===== src/rtl/ramp_framer.sv =====
// rtl/ramp_framer.sv - frames decimated ADC samples into a header + counter + hi/lo byte stream per chirp
module ramp_framer #(
  parameter int DW         = 14,
  parameter int USBDW      = 8,
  parameter int FRAME_LEN  = 1024,
  parameter int FIFO_DEPTH = 16
) (
  input  logic             clk_i,
  input  logic             rst_i,
  input  logic             en_i,
  input  logic             ramp_start_i,
  input  logic [DW-1:0]    data_i,
  input  logic             valid_i,
  output logic [USBDW-1:0] data_o,
  output logic             valid_o,
  input  logic             ready_i,
  output logic             busy_o,
  output logic             overflow_o,
  input  logic             ovf_clr_i
);

  localparam int AW = $clog2(FIFO_DEPTH);
  localparam int CW = $clog2(FRAME_LEN + 1);
  localparam logic [AW:0]   DEPTH_C = (AW+1)'(FIFO_DEPTH);
  localparam logic [AW:0]   ROOM2_C = (AW+1)'(FIFO_DEPTH - 2);
  localparam logic [CW-1:0] LAST_C  = CW'(FRAME_LEN - 1);

  typedef enum logic [2:0] {IDLE, HDR0, HDR1, HCNT, PAY, LO} state_t;

  state_t           state_q;
  logic [CW-1:0]    scnt_q;
  logic [7:0]       frame_cnt_q;
  logic [13:0]      hold_q;
  logic             hold_v_q;
  logic [7:0]       lo_q;
  logic             ovf_q;

  logic [USBDW-1:0] mem_q [FIFO_DEPTH];
  logic [AW-1:0]    wptr_q, rptr_q;
  logic [AW:0]      count_q, count_d;

  logic [13:0]      s14;
  logic             full, room2, accept, consume, capture_req, capture, drop;
  logic             wr_en, push, pop;
  logic [USBDW-1:0] wr_data;

  assign s14         = 14'($signed(data_i));
  assign full        = (count_q == DEPTH_C);
  assign room2       = (count_q <= ROOM2_C);
  assign accept      = (state_q == IDLE) && ramp_start_i && en_i;
  assign consume     = (state_q == PAY) && hold_v_q && room2;
  assign capture_req = valid_i && ((state_q != IDLE) || accept);
  // A held sample being consumed this cycle frees the slot for the new one.
  assign capture     = capture_req && (!hold_v_q || consume);
  assign drop        = capture_req && hold_v_q && !consume;

  always_comb begin
    wr_en   = 1'b0;
    wr_data = '0;
    case (state_q)
      HDR0, HDR1: begin wr_en = 1'b1;    wr_data = 8'hFF; end
      HCNT:       begin wr_en = 1'b1;    wr_data = frame_cnt_q; end
      PAY:        begin wr_en = consume; wr_data = {2'b00, hold_q[13:8]}; end
      LO:         begin wr_en = 1'b1;    wr_data = lo_q; end
      default:    ;
    endcase
  end

  assign push = wr_en && !full;
  assign pop  = valid_o && ready_i;

  always_comb begin
    count_d = count_q;
    case ({push, pop})
      2'b10:   count_d = count_q + (AW+1)'(1);
      2'b01:   count_d = count_q - (AW+1)'(1);
      default: ;
    endcase
  end

  always_ff @(posedge clk_i or posedge rst_i) begin
    if (rst_i) begin
      wptr_q  <= '0;
      rptr_q  <= '0;
      count_q <= '0;
    end else begin
      if (push) wptr_q <= wptr_q + AW'(1);
      if (pop)  rptr_q <= rptr_q + AW'(1);
      count_q <= count_d;
    end
  end

  always_ff @(posedge clk_i) begin
    if (push) mem_q[wptr_q] <= wr_data;
  end

  assign valid_o    = (count_q != '0);
  assign data_o     = valid_o ? mem_q[rptr_q] : '0;
  assign busy_o     = (state_q != IDLE);
  assign overflow_o = ovf_q;

  always_ff @(posedge clk_i or posedge rst_i) begin
    if (rst_i) begin
      state_q     <= IDLE;
      scnt_q      <= '0;
      frame_cnt_q <= '0;
      hold_q      <= '0;
      hold_v_q    <= 1'b0;
      lo_q        <= '0;
      ovf_q       <= 1'b0;
    end else begin
      case (state_q)
        IDLE: if (accept) begin
          state_q <= HDR0;
          scnt_q  <= '0;
        end
        HDR0: if (!full) state_q <= HDR1;
        HDR1: if (!full) state_q <= HCNT;
        HCNT: if (!full) state_q <= PAY;
        PAY: if (consume) begin
          lo_q    <= hold_q[7:0];
          state_q <= LO;
        end
        LO: begin
          if (scnt_q == LAST_C) begin
            state_q     <= IDLE;
            frame_cnt_q <= frame_cnt_q + 8'd1;
          end else begin
            scnt_q  <= scnt_q + CW'(1);
            state_q <= PAY;
          end
        end
        default: state_q <= IDLE;
      endcase

      if (capture) begin
        hold_q   <= s14;
        hold_v_q <= 1'b1;
      end else if (consume) begin
        hold_v_q <= 1'b0;
      end

      if (drop)           ovf_q <= 1'b1;
      else if (ovf_clr_i) ovf_q <= 1'b0;
    end
  end

endmodule

===== config.mk =====
export PLATFORM = sky130hd
export DESIGN_NAME = ramp_framer
export DESIGN_NICKNAME = d
export VERILOG_FILES = /design/src/rtl/ramp_framer.sv
export SDC_FILE = /design/constraint.sdc
export NUM_CORES = 1
export LEC_CHECK = 0
export BUFFER_PORTS_ARGS = -buffer_cell sky130_fd_sc_hd__buf_2
export CORE_AREA = 2 2 146 148
export CTS_BUF_LIST = sky130_fd_sc_hd__clkbuf_4
export DETAILED_ROUTE_END_ITERATION = 10
export DIE_AREA = 0 0 148 150
export GPL_ROUTABILITY_DRIVEN = 0
export GPL_TIMING_DRIVEN = 0
export PLACE_DENSITY = 0.63
export SETUP_SLACK_MARGIN = 0.2
export SYNTH_ARGS = -nofsm -noshare
export SYNTH_HDL_FRONTEND = slang
export SYNTH_SLANG_ARGS = --single-unit

===== constraint.sdc =====
create_clock -name clk_i -period 2.7 [get_ports clk_i]
set_input_delay 0.405 -clock clk_i [delete_from_list [all_inputs] [get_ports clk_i]]
set_output_delay 0.405 -clock clk_i [all_outputs]
set_load 0.02 [all_outputs]

After elaboration in Yosys (flattened, before gate mapping) --
Memories as Yosys holds them, arrays and structs flattened. Index checks and enable logic that the tools add are counted.
Operators by class: shift-type cells 0, $lt $le $gt $ge 1, equality and inequality tests 15, bitwise gates (word level) 0, muxes and demuxes 20, reductions and logical operators 28, add/sub/neg operators 6, $mul 0, div/mod/pow operators 0
Operator list (number):
- $pmux 8 s4 | 1
- $mux 11 | 2
- $pmux 11 s2 | 1
- $mux 3 | 6
- $pmux 3 s6 | 1
- $ne 2x2->1 const B | 6
- $add 11x1->11 const B | 1
- $eq 11x10->1 const B | 1
- $logic_and 1x1->1 | 10
- $pmux 5 s2 | 1
- $add 4x1->4 const B | 2
- $add 8x1->8 const B | 1
- $mux 8 | 1
- $reduce_bool 2->1 | 4
- $eq 3x2->1 const B | 2
- $eq 3x3->1 const B | 2
- $mux 1 | 6
- $add 5x1->5 const B | 1
- $eq 5x5->1 const B | 1
- $le 5x4->1 const B | 1
- $reduce_and 5->1 | 1
- $reduce_bool 5->1 | 1
- $sub 5x1->5 const B | 1
- $reduce_and 2->1 | 2
- 11 further kinds | 14
Storage, ports and cells: bits of input ports 21, bits in writable memories 128, memories kept 1, latch bits 0, output and inout bits 11, flip-flop bits (word level) 59, bits in read-only memories 0
Memory list:
- mem_q | words 16, width 8, read ports 1, clocked after memory_dff 0, wr ports 1, RTL line 38 | logic [USBDW-1:0] mem_q [FIFO_DEPTH];

Depth between registers and ports, before layout --
Gate-level depths: netlist (run 1).
depth in word-level cells 8, depth in mapped cells 13, depth with buffers taken out 11

Least setup slack after synthesis (run 1) --
OpenSTA, ideal clock, no wires.
path type register -> register, from register count_q[2], to register count_q[4], stages on the path, launching flop included 13, clock period less this slack 2808 ps, path buffers 2, slack -108 ps, library setup time 135 ps, data arrival time 2674 ps, cell sequence dfrtp_1 > clkbuf_1 > and4_1 > o21ai_1 > nand2_1 > ha_1 > clkbuf_1 > xor2_1 > ha_1 > or2_2 > a31oi_1 > o31ai_1 > xor2_1
Between the ends: cells in the longest elaborated chain, start to end 6
RTL lines:
- from (decl) | RTL line 40 | logic [AW:0] count_q, count_d;
- from (signal assigned) | RTL line 89 | count_q <= count_d;
- $le 5x4->1 | RTL line 49 | assign room2 = (count_q <= ROOM2_C);
- $logic_and 1x1->1 | RTL line 51 | assign consume = (state_q == PAY) && hold_v_q && room2;
- $pmux 1 s2 | RTL line 60 | case (state_q)
- $logic_and 1x1->1 | RTL line 69 | assign push = wr_en && !full;
- $eq 2x1->1 / $eq 2x2->1 (equally long branches) | RTL line 74 | case ({push, pop})
- $pmux 5 s2 / $reduce_bool 2->1 (equally long branches)
Several ways; a longest one is shown, not always the timed one. A chain may end at the register's enable or synchronous reset.

Worst setup path in the final report (run 1) --
from register rptr_q[1], to output port data_o[3]
Between the ends: cells in the longest elaborated chain, start to end 2
RTL lines:
- from (decl) | RTL line 39 | logic [AW-1:0] wptr_q, rptr_q;
- from (signal assigned) | RTL line 88 | if (pop) rptr_q <= rptr_q + AW'(1);
- $mem_v2 16x8
- $mux 8 | RTL line 98 | assign data_o = valid_o ? mem_q[rptr_q] : '0;
- to (decl) | RTL line 14 | output logic [USBDW-1:0] data_o,
Every way passes these cells.

==> flow_metrics.env, run 1 <==
export IMPL_die_y_um=150
export IMPL_use_met3_pct=3.57
export IMPL_cp_max_fo=5
export IMPL_port_buffers=31
export IMPL_layout_drive_gt1_share_pct=37.5
export IMPL_ir_worst_vdd_mv=0.406
export IMPL_crit_type="reg -> out"
export IMPL_met1_usage_pct=20.2
export IMPL_drv_cap=0
export IMPL_final_core_util_pct=47.2
export IMPL_drt_pass1_iterations=5
export IMPL_status="finished, violations left"
export IMPL_rr_startpoint="count_q[2]"
export IMPL_grt_use_met2_pct=26.4
export IMPL_ys_types=57
export IMPL_synth_area_um2=8110
export IMPL_dp_hpwl_um=11100
export IMPL_hp_start="data_i[0]"
export IMPL_syn_nets=540
export IMPL_worst_setup_path_start_kind="register"
export IMPL_antenna_left=0
export IMPL_die_w_um=148
export IMPL_clockRootBuffer="clkbuf_4"
export IMPL_dieArea_um2=22200
export IMPL_p_per_area_nw_per_um2=1140
export IMPL_antenna_found_initial=0
export IMPL_drc=0
export IMPL_fin_skew_ps=35.8
export IMPL_clk_latency_ps=590
export IMPL_route_vias_total=4720
export IMPL_core_um2=20700
export IMPL_grt_usage_pct=15.5
export IMPL_grt_overflow=0
export IMPL_fillers=1774
export IMPL_layout_cells_most_common="edfxtp_1"
export IMPL_clkTransAtPathRegs_ps=160
export IMPL_totalPowerFinal_mw=11.1
export IMPL_htree_levels=4
export IMPL_final_period_utilization_pct=106
export IMPL_cts_buffer_depth=2
export IMPL_end_kind="output pin"
export IMPL_leakagePower_nw=3.63
export IMPL_clock_sinks=187
export IMPL_routedWlPerCell_um=18.9
export IMPL_io_pins=32
export IMPL_drv_slew=0
export IMPL_grt_pass1_vias=4751
export IMPL_crit_required_ps=2300
export IMPL_synth_edf_count=128
export IMPL_tightestPinTransition_ps=781
export IMPL_ff2ff_path_depth=15
export IMPL_setup_viol=9
export IMPL_rows=53
export IMPL_tns_ps=-1270
export IMPL_yosys_warnings=0
export IMPL_ys_flop_type="edfxtp_1"
export IMPL_violations="setup timing"
export IMPL_ys_seq_elements=187
export IMPL_synthArstFlopShare_pct=31.6
export IMPL_relSlewSlack_pct=47.7
export IMPL_hold_viol=0
export IMPL_cts_made_buffers=17
export IMPL_drt_iter0_drc=333
export IMPL_holdPathStages=2
export IMPL_finalWirelength_um=16800
export IMPL_clock_fmax_mhz=348
export IMPL_cp_data_arrival_time_ps=2470
export IMPL_vias_per_cell=5.33
export IMPL_mostFrequentLayoutCells="128 x edfxtp_1, 58 x dfrtp_1, 32 x mux4_2, 30 x buf_4, 28 x buf_2"
export IMPL_areaGrowthSynthToFinish_pct=20.3
export IMPL_grt_pass1_wl_um=26000
export IMPL_layout_setup_ws_ps=-171
export IMPL_nets=630
export IMPL_rsz0062_at_grt="true"
export IMPL_syn_inst=508
export IMPL_cts_tree="yes"
export IMPL_busiest_layer="met2"
export IMPL_avgSynthCellArea_um2=16.0
export IMPL_grt_max_degree=34
export IMPL_final_min_clock_period_ps=2870
export IMPL_yosysSeqAreaShare_pct=65.6
export IMPL_worstSetupStartpoint="rptr_q[1]"
export IMPL_diodes=0
export IMPL_start_util_pct=39.2
export IMPL_holdCritPathClass="in -> reg"
cell families after synthesis:
| group | count (synthesis) | synth area share [%] |
|---|---|---|
| XOR/XNOR | 21 | 2.27 |
| adder cells (fa/ha/maj) | 11 | 1.70 |
| flip-flops | 187 | 65.6 |
| AND/OR/NAND/NOR | 106 | 7.01 |
| AO/OA/AOI/OAI | 71 | 5.97 |
| multiplexers | 74 | 15.1 |
| buffers and inverters | 38 | 2.38 |
power breakdown:
part           switching (mW)  leakage (nW)  internal [mW]
logic                    2.73          1.58           2.44
registers               0.283          1.89           4.07
clock network            1.09         0.161          0.527
state kept, by name, indices dropped and copies added, names as in the netlist:
register     cells
count_q          5
state_q          3
hold_q          14
wptr_q           4
frame_cnt_q      8
lo_q             8
overflow_o       1
hold_v_q         1
scnt_q          11
mem_q          128
rptr_q           4
worst max-delay path, stage by stage, from the launching register on:
cell and delay, ps:
dfrtp_1 410, buf_6 160, buf_12 130, mux4_2 540, mux2_4 300, o21ai_2 110
a21oi_1 50, buf_4 180
synthesized netlist by cell type, types with 9 or more instances:
master,number,share of area [%]
mux4_2,32,8.9
nand2_1,25,1.2
mux2_4,10,1.9
nand3_1,12,0.74
o22ai_1,10,0.77
clkbuf_1,12,0.56
nor3_1,9,0.56
a21oi_1,15,0.93
nor2_1,22,1.0
o21ai_0,11,0.68
dfrtp_1,59,18
mux2_2,24,3.3
buf_2,9,0.56
ha_1,11,1.7
edfxtp_1,128,47
xnor2_1,13,1.4
inv_1,9,0.42
metal layers:
layer  vias up  share of wire (%)  wire length (um)
li1       2165                  -                 -
met4         0                1.2               197
met3        16                4.4               745
met2        91                 50              8450
met1      2448                 44              7380
met5         -                  0                 0
repair_timing:
item	4_1_cts	5_1_grt
buffers inserted	18	4
gates cloned	1	0
endpoints found under the hold margin	33	8
gates resized for setup	72	32
pin swaps	11	8
setup endpoints to repair	138	103
hold buffers	2	8
per-stage QoR:
stage | worst slack, ps | hold WS, ps | cells | area, um^2
finish | -171 | 58.1 | 886 | 9760
floorplan | 208 | 458 | 508 | 8190
global placement | -928 | 480 | 814 | 8690
CTS | -192 | 7.14 | 874 | 9560
detailed placement | -310 | 490 | 821 | 8790
global route | -301 | 2.45 | 886 | 9760
cell type report:
class                   instances  area [um^2]  area share (%)
plain buffers                  29          270            2.77
multi-input cells             283         2900            29.7
flip-flops and latches        187         5320            54.5
inverters                       9         33.8           0.346
clock inverters                15          188            1.92
clock buffers                  17          128            1.31
repair buffers                 71          572            5.86
well taps                     275          344            3.53
final timing paths:
path | end | slack, ps
worst max-delay path | data_o[3] | -170
worst min-delay path | hold_q[0] | 60
worst max register to register | count_q[4] | -50
worst min register to register | frame_cnt_q[6] | 510
max in group asynchronous | hold_q[3] | 1580
min in group asynchronous | scnt_q[7] | 490
(Power assumes the default switching activity.)
==> inputs of run 2 (changes only) <==
--- a/config.mk
+++ b/config.mk
@@ -6,13 +6,13 @@
 export NUM_CORES = 1
 export LEC_CHECK = 0
 export BUFFER_PORTS_ARGS = -buffer_cell sky130_fd_sc_hd__buf_2
-export CORE_AREA = 2 2 146 148
+export CORE_AREA = 2 2 142 144
 export CTS_BUF_LIST = sky130_fd_sc_hd__clkbuf_4
 export DETAILED_ROUTE_END_ITERATION = 10
-export DIE_AREA = 0 0 148 150
+export DIE_AREA = 0 0 144 146
 export GPL_ROUTABILITY_DRIVEN = 0
 export GPL_TIMING_DRIVEN = 0
-export PLACE_DENSITY = 0.63
+export PLACE_DENSITY = 0.66
 export SETUP_SLACK_MARGIN = 0.2
 export SYNTH_ARGS = -nofsm -noshare
 export SYNTH_HDL_FRONTEND = slang
==> flow_metrics.env, run 2 (same netlist as run 1, synthesis figures left out) <==
export IMPL_status="finished, violations left"
export IMPL_violations="setup timing"
export IMPL_nets=618
export IMPL_worstSetupStartpoint="rptr_q[1]"
export IMPL_layout_setup_ws_ps=-184
export IMPL_drt_pass1_iterations=4
export IMPL_relSlewSlack_pct=45.6
export IMPL_top_register="mem_q"
export IMPL_final_core_util_pct=49.9
export IMPL_rows=51
export IMPL_crit_required_ps=2300
export IMPL_p_per_area_nw_per_um2=1160
export IMPL_rrSetupSlack_ps=20
export IMPL_drt_iter0_drc=247
export IMPL_reg2reg_to="count_q[4]"
export IMPL_drv_slew=0
export IMPL_drc=0
export IMPL_dieArea_um2=21000
export IMPL_cpMaxStageDelayCell="mux4_2"
export IMPL_dp_hpwl_um=11300
export IMPL_rsz0062_at_grt="true"
export IMPL_antenna_left=0
export IMPL_routedWlPerCell_um=19.3
export IMPL_holdCritPathClass="in -> reg"
export IMPL_tightestPinTransition_ps=816
export IMPL_cp_max_fo=4
export IMPL_fin_skew_ps=30.9
export IMPL_dp_slack_ps=-210
export IMPL_port_buffers=31
export IMPL_grt_usage_pct=16.5
export IMPL_totalPowerFinal_mw=11.2
export IMPL_layout_drive_gt1_share_pct=39.6
export IMPL_tns_ps=-1080
export IMPL_die_y_um=146
export IMPL_clock_sinks=187
export IMPL_clockRootBuffer="clkbuf_4"
export IMPL_setup_viol=8
export IMPL_cts_made_buffers=17
export IMPL_grt_pass1_wl_um=26000
export IMPL_final_min_clock_period_ps=2880
export IMPL_end_kind="output pin"
export IMPL_final_area_um2=9650
export IMPL_cts_tree="yes"
export IMPL_grt_overflow=0
export IMPL_finalWirelength_um=16700
export IMPL_antenna_found_initial=0
export IMPL_final_period_utilization_pct=107
export IMPL_place_area_um2=8780
export IMPL_worst_setup_path_start_kind="register"
export IMPL_crit_path_max_incr_delay_ps=500
export IMPL_mostFrequentLayoutCells="128 x edfxtp_1, 59 x dfrtp_1, 32 x mux4_2, 30 x buf_4, 25 x buf_2"
export IMPL_ir_worst_vdd_mv=0.367
export IMPL_largest_register_ffs=128
export IMPL_fillers=1617
export IMPL_clk_latency_ps=560
export IMPL_diodes=0
export IMPL_multi_input_area_um2=2950
export IMPL_grt_max_degree=41
export IMPL_route_vias_total=4726
export IMPL_seq_area_um2=5320
export IMPL_crit_chain="buf_6, buf_6, buf_12, mux4_2, mux2_4, o21ai_2, a21oi_2, buf_4"
export IMPL_areaGrowthSynthToFinish_pct=19.1
export IMPL_top_regs="mem_q: 128 flops, hold_q: 14 flops, scnt_q: 11 flops"
export IMPL_io_pins=32
export IMPL_leakagePower_nw=3.58
export IMPL_rr_startpoint="count_q[1]"
export IMPL_cts_buffer_depth=2
export IMPL_hold_viol=0
export IMPL_grt_pass1_vias=4774
export IMPL_htree_levels=4
export IMPL_drv_cap=0
export IMPL_die_w_um=144
export IMPL_vias_per_cell=5.47
export IMPL_cp_data_arrival_time_ps=2480
export IMPL_clkTransAtPathRegs_ps=150
export IMPL_clock_fmax_mhz=347
export IMPL_layout_cells_most_common="edfxtp_1"
export IMPL_start_util_pct=41.9
export IMPL_ff2ff_path_depth=14
export IMPL_crit_path_frequent_cell="buf_6"
export IMPL_core_um2=19300
export IMPL_endpoint="data_o[6]"
export IMPL_crit_type="reg -> out"
run 2: changes by cell type in the layout (fill, tap and decap cells not counted), sizes merged:
cell | previous run | this run
dlygate4sd3 | 10 | 1
bufinv | 1 | 2
clkinvlp | 2 | 1
clkbuf | 26 | 30
inv | 18 | 14
buf | 81 | 78
run 2: power by group:
group / leakage (nW) / switching [mW] / internal [mW]
logic: 1.53 / 2.80 / 2.49
clock network: 0.161 / 0.951 / 0.613
registers: 1.89 / 0.285 / 4.06
run 2: worst min path at each step:
stage	slack [ps]	cells after the start	from	endpoint
6_report	70	2	data_i[5]	hold_q[5]
5_1_grt	3	2	data_i[3]	hold_q[3]
4_1_cts	30	2	data_i[2]	hold_q[2]
3_5_place_dp	460	2	rst_i	scnt_q[0]
3_3_place_gp	480	1	frame_cnt_q[6]	frame_cnt_q[6]
2_1_floorplan	460	1	frame_cnt_q[6]	frame_cnt_q[6]
run 2: routing by layer:
layer	global-route usage [%]	wire (um)	vias up
met2	26.0	8240	126
li1	-	-	2138
met1	22.8	7290	2441
met3	4.11	801	21
met4	4.95	346	0
met5	0	0	-
run 2: per-stage QoR:
stage / instances / hold WS (ps)
2_1_floorplan: 508 / 458
3_3_place_gp: 804 / 478
3_5_place_dp: 811 / 456
4_1_cts: 856 / 25.7
5_1_grt: 864 / 2.52
6_report: 864 / 71.1
run 2: worst max-delay path: cells and delay by family, from the launching register on:
kind	cells	cell delay [ps]
AO/OA/AOI/OAI	2	180
buffers and inverters	4	550
flip-flops	1	400
multiplexers	2	780
run 2: area by class of cell:
cell class	instances	area share, %
well taps	265	3.43
clock inverters	11	1.43
flip-flops and latches	187	55.1
multi-input cells	283	30.5
plain buffers	29	2.92
repair buffers	59	4.63
clock buffers	21	1.63
inverters	9	0.350
run 2: repair_timing:
item | 4_1_cts | 5_1_grt
endpoints found under the hold margin | 19 | 0
resized for setup | 68 | 50
pin swaps | 6 | 8
buffers inserted | 11 | 8
hold buffers | 1 | 0
gates cloned | 1 | 0
setup endpoints to repair | 102 | 129
==> inputs of run 3 (changes only) <==
--- a/config.mk
+++ b/config.mk
@@ -6,13 +6,15 @@
 export NUM_CORES = 1
 export LEC_CHECK = 0
 export BUFFER_PORTS_ARGS = -buffer_cell sky130_fd_sc_hd__buf_2
+export CELL_PAD_IN_SITES_DETAIL_PLACEMENT = 1
+export CELL_PAD_IN_SITES_GLOBAL_PLACEMENT = 1
 export CORE_AREA = 2 2 142 144
 export CTS_BUF_LIST = sky130_fd_sc_hd__clkbuf_4
 export DETAILED_ROUTE_END_ITERATION = 10
 export DIE_AREA = 0 0 144 146
 export GPL_ROUTABILITY_DRIVEN = 0
 export GPL_TIMING_DRIVEN = 0
-export PLACE_DENSITY = 0.66
+export PLACE_DENSITY = 0.74
 export SETUP_SLACK_MARGIN = 0.2
 export SYNTH_ARGS = -nofsm -noshare
 export SYNTH_HDL_FRONTEND = slang
==> flow_metrics.env, run 3 (same netlist as run 1, synthesis figures left out) <==
export IMPL_vias_per_cell=5.51
export IMPL_htree_levels=4
export IMPL_antenna_left=0
export IMPL_cts_tree="yes"
export IMPL_core_um2=19300
export IMPL_areaGrowthSynthToFinish_pct=21.2
export IMPL_end_kind="output pin"
export IMPL_start_util_pct=41.9
export IMPL_grt_pass1_vias=5199
export IMPL_die_w_um=144
export IMPL_final_area_um2=9830
export IMPL_crit_type="reg -> out"
export IMPL_port_buffers=31
export IMPL_clk_latency_ps=600
export IMPL_seq_area_um2=5320
export IMPL_place_area_um2=8790
export IMPL_met1Wirelength_um=7960
export IMPL_grt_usage_pct=18.7
export IMPL_top_layer_used="met4"
export IMPL_antenna_found_initial=1
export IMPL_hp_start="data_i[6]"
export IMPL_leakagePower_nw=3.66
export IMPL_cp_data_arrival_time_ps=2530
export IMPL_holdCritPathClass="in -> reg"
export IMPL_ir_worst_vdd_mv=0.420
export IMPL_clkTransAtPathRegs_ps=170
export IMPL_violations="setup timing"
export IMPL_clockRootBuffer="clkbuf_4"
export IMPL_multi_input_area_um2=2970
export IMPL_top_regs="mem_q: 128 flops, hold_q: 14 flops, scnt_q: 11 flops"
export IMPL_layout_setup_ws_ps=-233
export IMPL_nets=634
export IMPL_rows=51
export IMPL_clock_sinks=187
export IMPL_mostFrequentLayoutCells="128 x edfxtp_1, 58 x dfrtp_1, 36 x buf_4, 32 x mux4_2, 27 x buf_2"
export IMPL_drv_cap=0
export IMPL_p_per_area_nw_per_um2=1170
export IMPL_final_period_utilization_pct=109
export IMPL_rsz0062_at_grt="true"
export IMPL_largest_register_ffs=128
export IMPL_totalPowerFinal_mw=11.5
export IMPL_wl_met3_um=788
export IMPL_tightestPinTransition_ps=833
export IMPL_grt_pass1_wl_um=29400
export IMPL_layout_cells_most_common="edfxtp_1"
export IMPL_worstSetupStartpoint="rptr_q[1]"
export IMPL_routedWlPerCell_um=21.4
export IMPL_route_vias_total=4853
export IMPL_final_min_clock_period_ps=2930
export IMPL_fillers=1857
export IMPL_status="finished, violations left"
export IMPL_drc=0
export IMPL_dp_cells=811
export IMPL_layout_drive_gt1_share_pct=40.3
export IMPL_final_cells=881
export IMPL_drv_slew=0
export IMPL_finalWirelength_um=18900
export IMPL_drt_iter0_drc=312
export IMPL_worst_setup_path_start_kind="register"
export IMPL_hold_viol=0
export IMPL_io_pins=32
export IMPL_route_met2_wl_um=9910
export IMPL_dieArea_um2=21000
export IMPL_crit_required_ps=2300
export IMPL_rrSetupSlack_ps=50
export IMPL_rr_startpoint="count_q[2]"
export IMPL_die_y_um=146
export IMPL_clock_fmax_mhz=341
export IMPL_cts_made_buffers=17
export IMPL_top_register="mem_q"
export IMPL_grt_max_degree=37
export IMPL_cp_max_fo=5
export IMPL_cts_buffer_depth=2
export IMPL_grt_overflow=0
export IMPL_setup_viol=8
export IMPL_drt_pass1_iterations=4
export IMPL_holdWs_ps=36.3
export IMPL_dp_hpwl_um=12500
export IMPL_fin_skew_ps=32.9
export IMPL_relSlewSlack_pct=44.5
[run 3: cell types whose count changed in the layout (fill, tap and decap cells not counted), moves of 2 or more]
cell,before,now
clkinv_8,0,2
buf_8,1,3
inv_8,2,4
buf_4,30,36
a21oi_2,5,3
dlygate4sd3_1,1,7
clkbuf_4,22,20
buf_2,25,27
[run 3: power breakdown]
group / switching, mW / internal, mW / leakage [nW]
clock: 1.05 / 0.510 / 0.156
sequential: 0.290 / 4.07 / 1.89
combinational: 2.99 / 2.61 / 1.62
total: 4.33 / 7.19 / 3.66
[run 3: metal layers]
metal / global-route usage (%) / vias to the layer above
met5: 0 / -
met4: 5.49 / 0
met3: 3.59 / 18
met2: 31.5 / 104
met1: 24.5 / 2555
li1: - / 2176
[run 3: critical path: stages, from the launching register on]
cell and delay, ps:
dfrtp_1 430, buf_6 180, buf_12 130, mux4_2 530, mux2_4 300, o21ai_2 140
a21oi_2 60, buf_6 160
[run 3: worst paths after layout]
| kind | end | depth (start not counted) |
|---|---|---|
| setup reg to reg | count_q[2] | 15 |
| setup / recovery | data_o[5] | 7 |
| hold / removal | hold_q[6] | 2 |
| max in group asynchronous | frame_cnt_q[4] | 4 |
| min in group asynchronous | rptr_q[1] | 3 |
| hold reg to reg | frame_cnt_q[6] | 1 |
[run 3: area by class of cell]
type                       count  area share [%]
multi-input combinational    283            30.2
tap                          265            3.37
antenna                        1          0.0255
timing repair buffer          75            6.14
clock buffer                  18            1.37
clock inverter                14            1.63
inverter                       9           0.369
buffer                        29            2.78
sequential                   187            54.1
[run 3: repair_timing]
action                                  CTS  global route
buffers inserted                         20             9
pin swaps                                10            10
hold endpoints to repair                 25             4
gates resized for setup                  71            50
endpoints found under the setup margin  147           104
cloned                                    1             0
hold buffers                              3             4
[run 3: metrics by stage]
step / setup TNS [ps] / utilization, % / setup slack [ps]
floorplan: 0 / - / 208
global placement: -66930 / 44.9 / -932
detailed placement: -10780 / 45.4 / -279
CTS: -1880 / 49.3 / -265
global route: -2500 / 50.8 / -329
finish: -1670 / 50.8 / -233
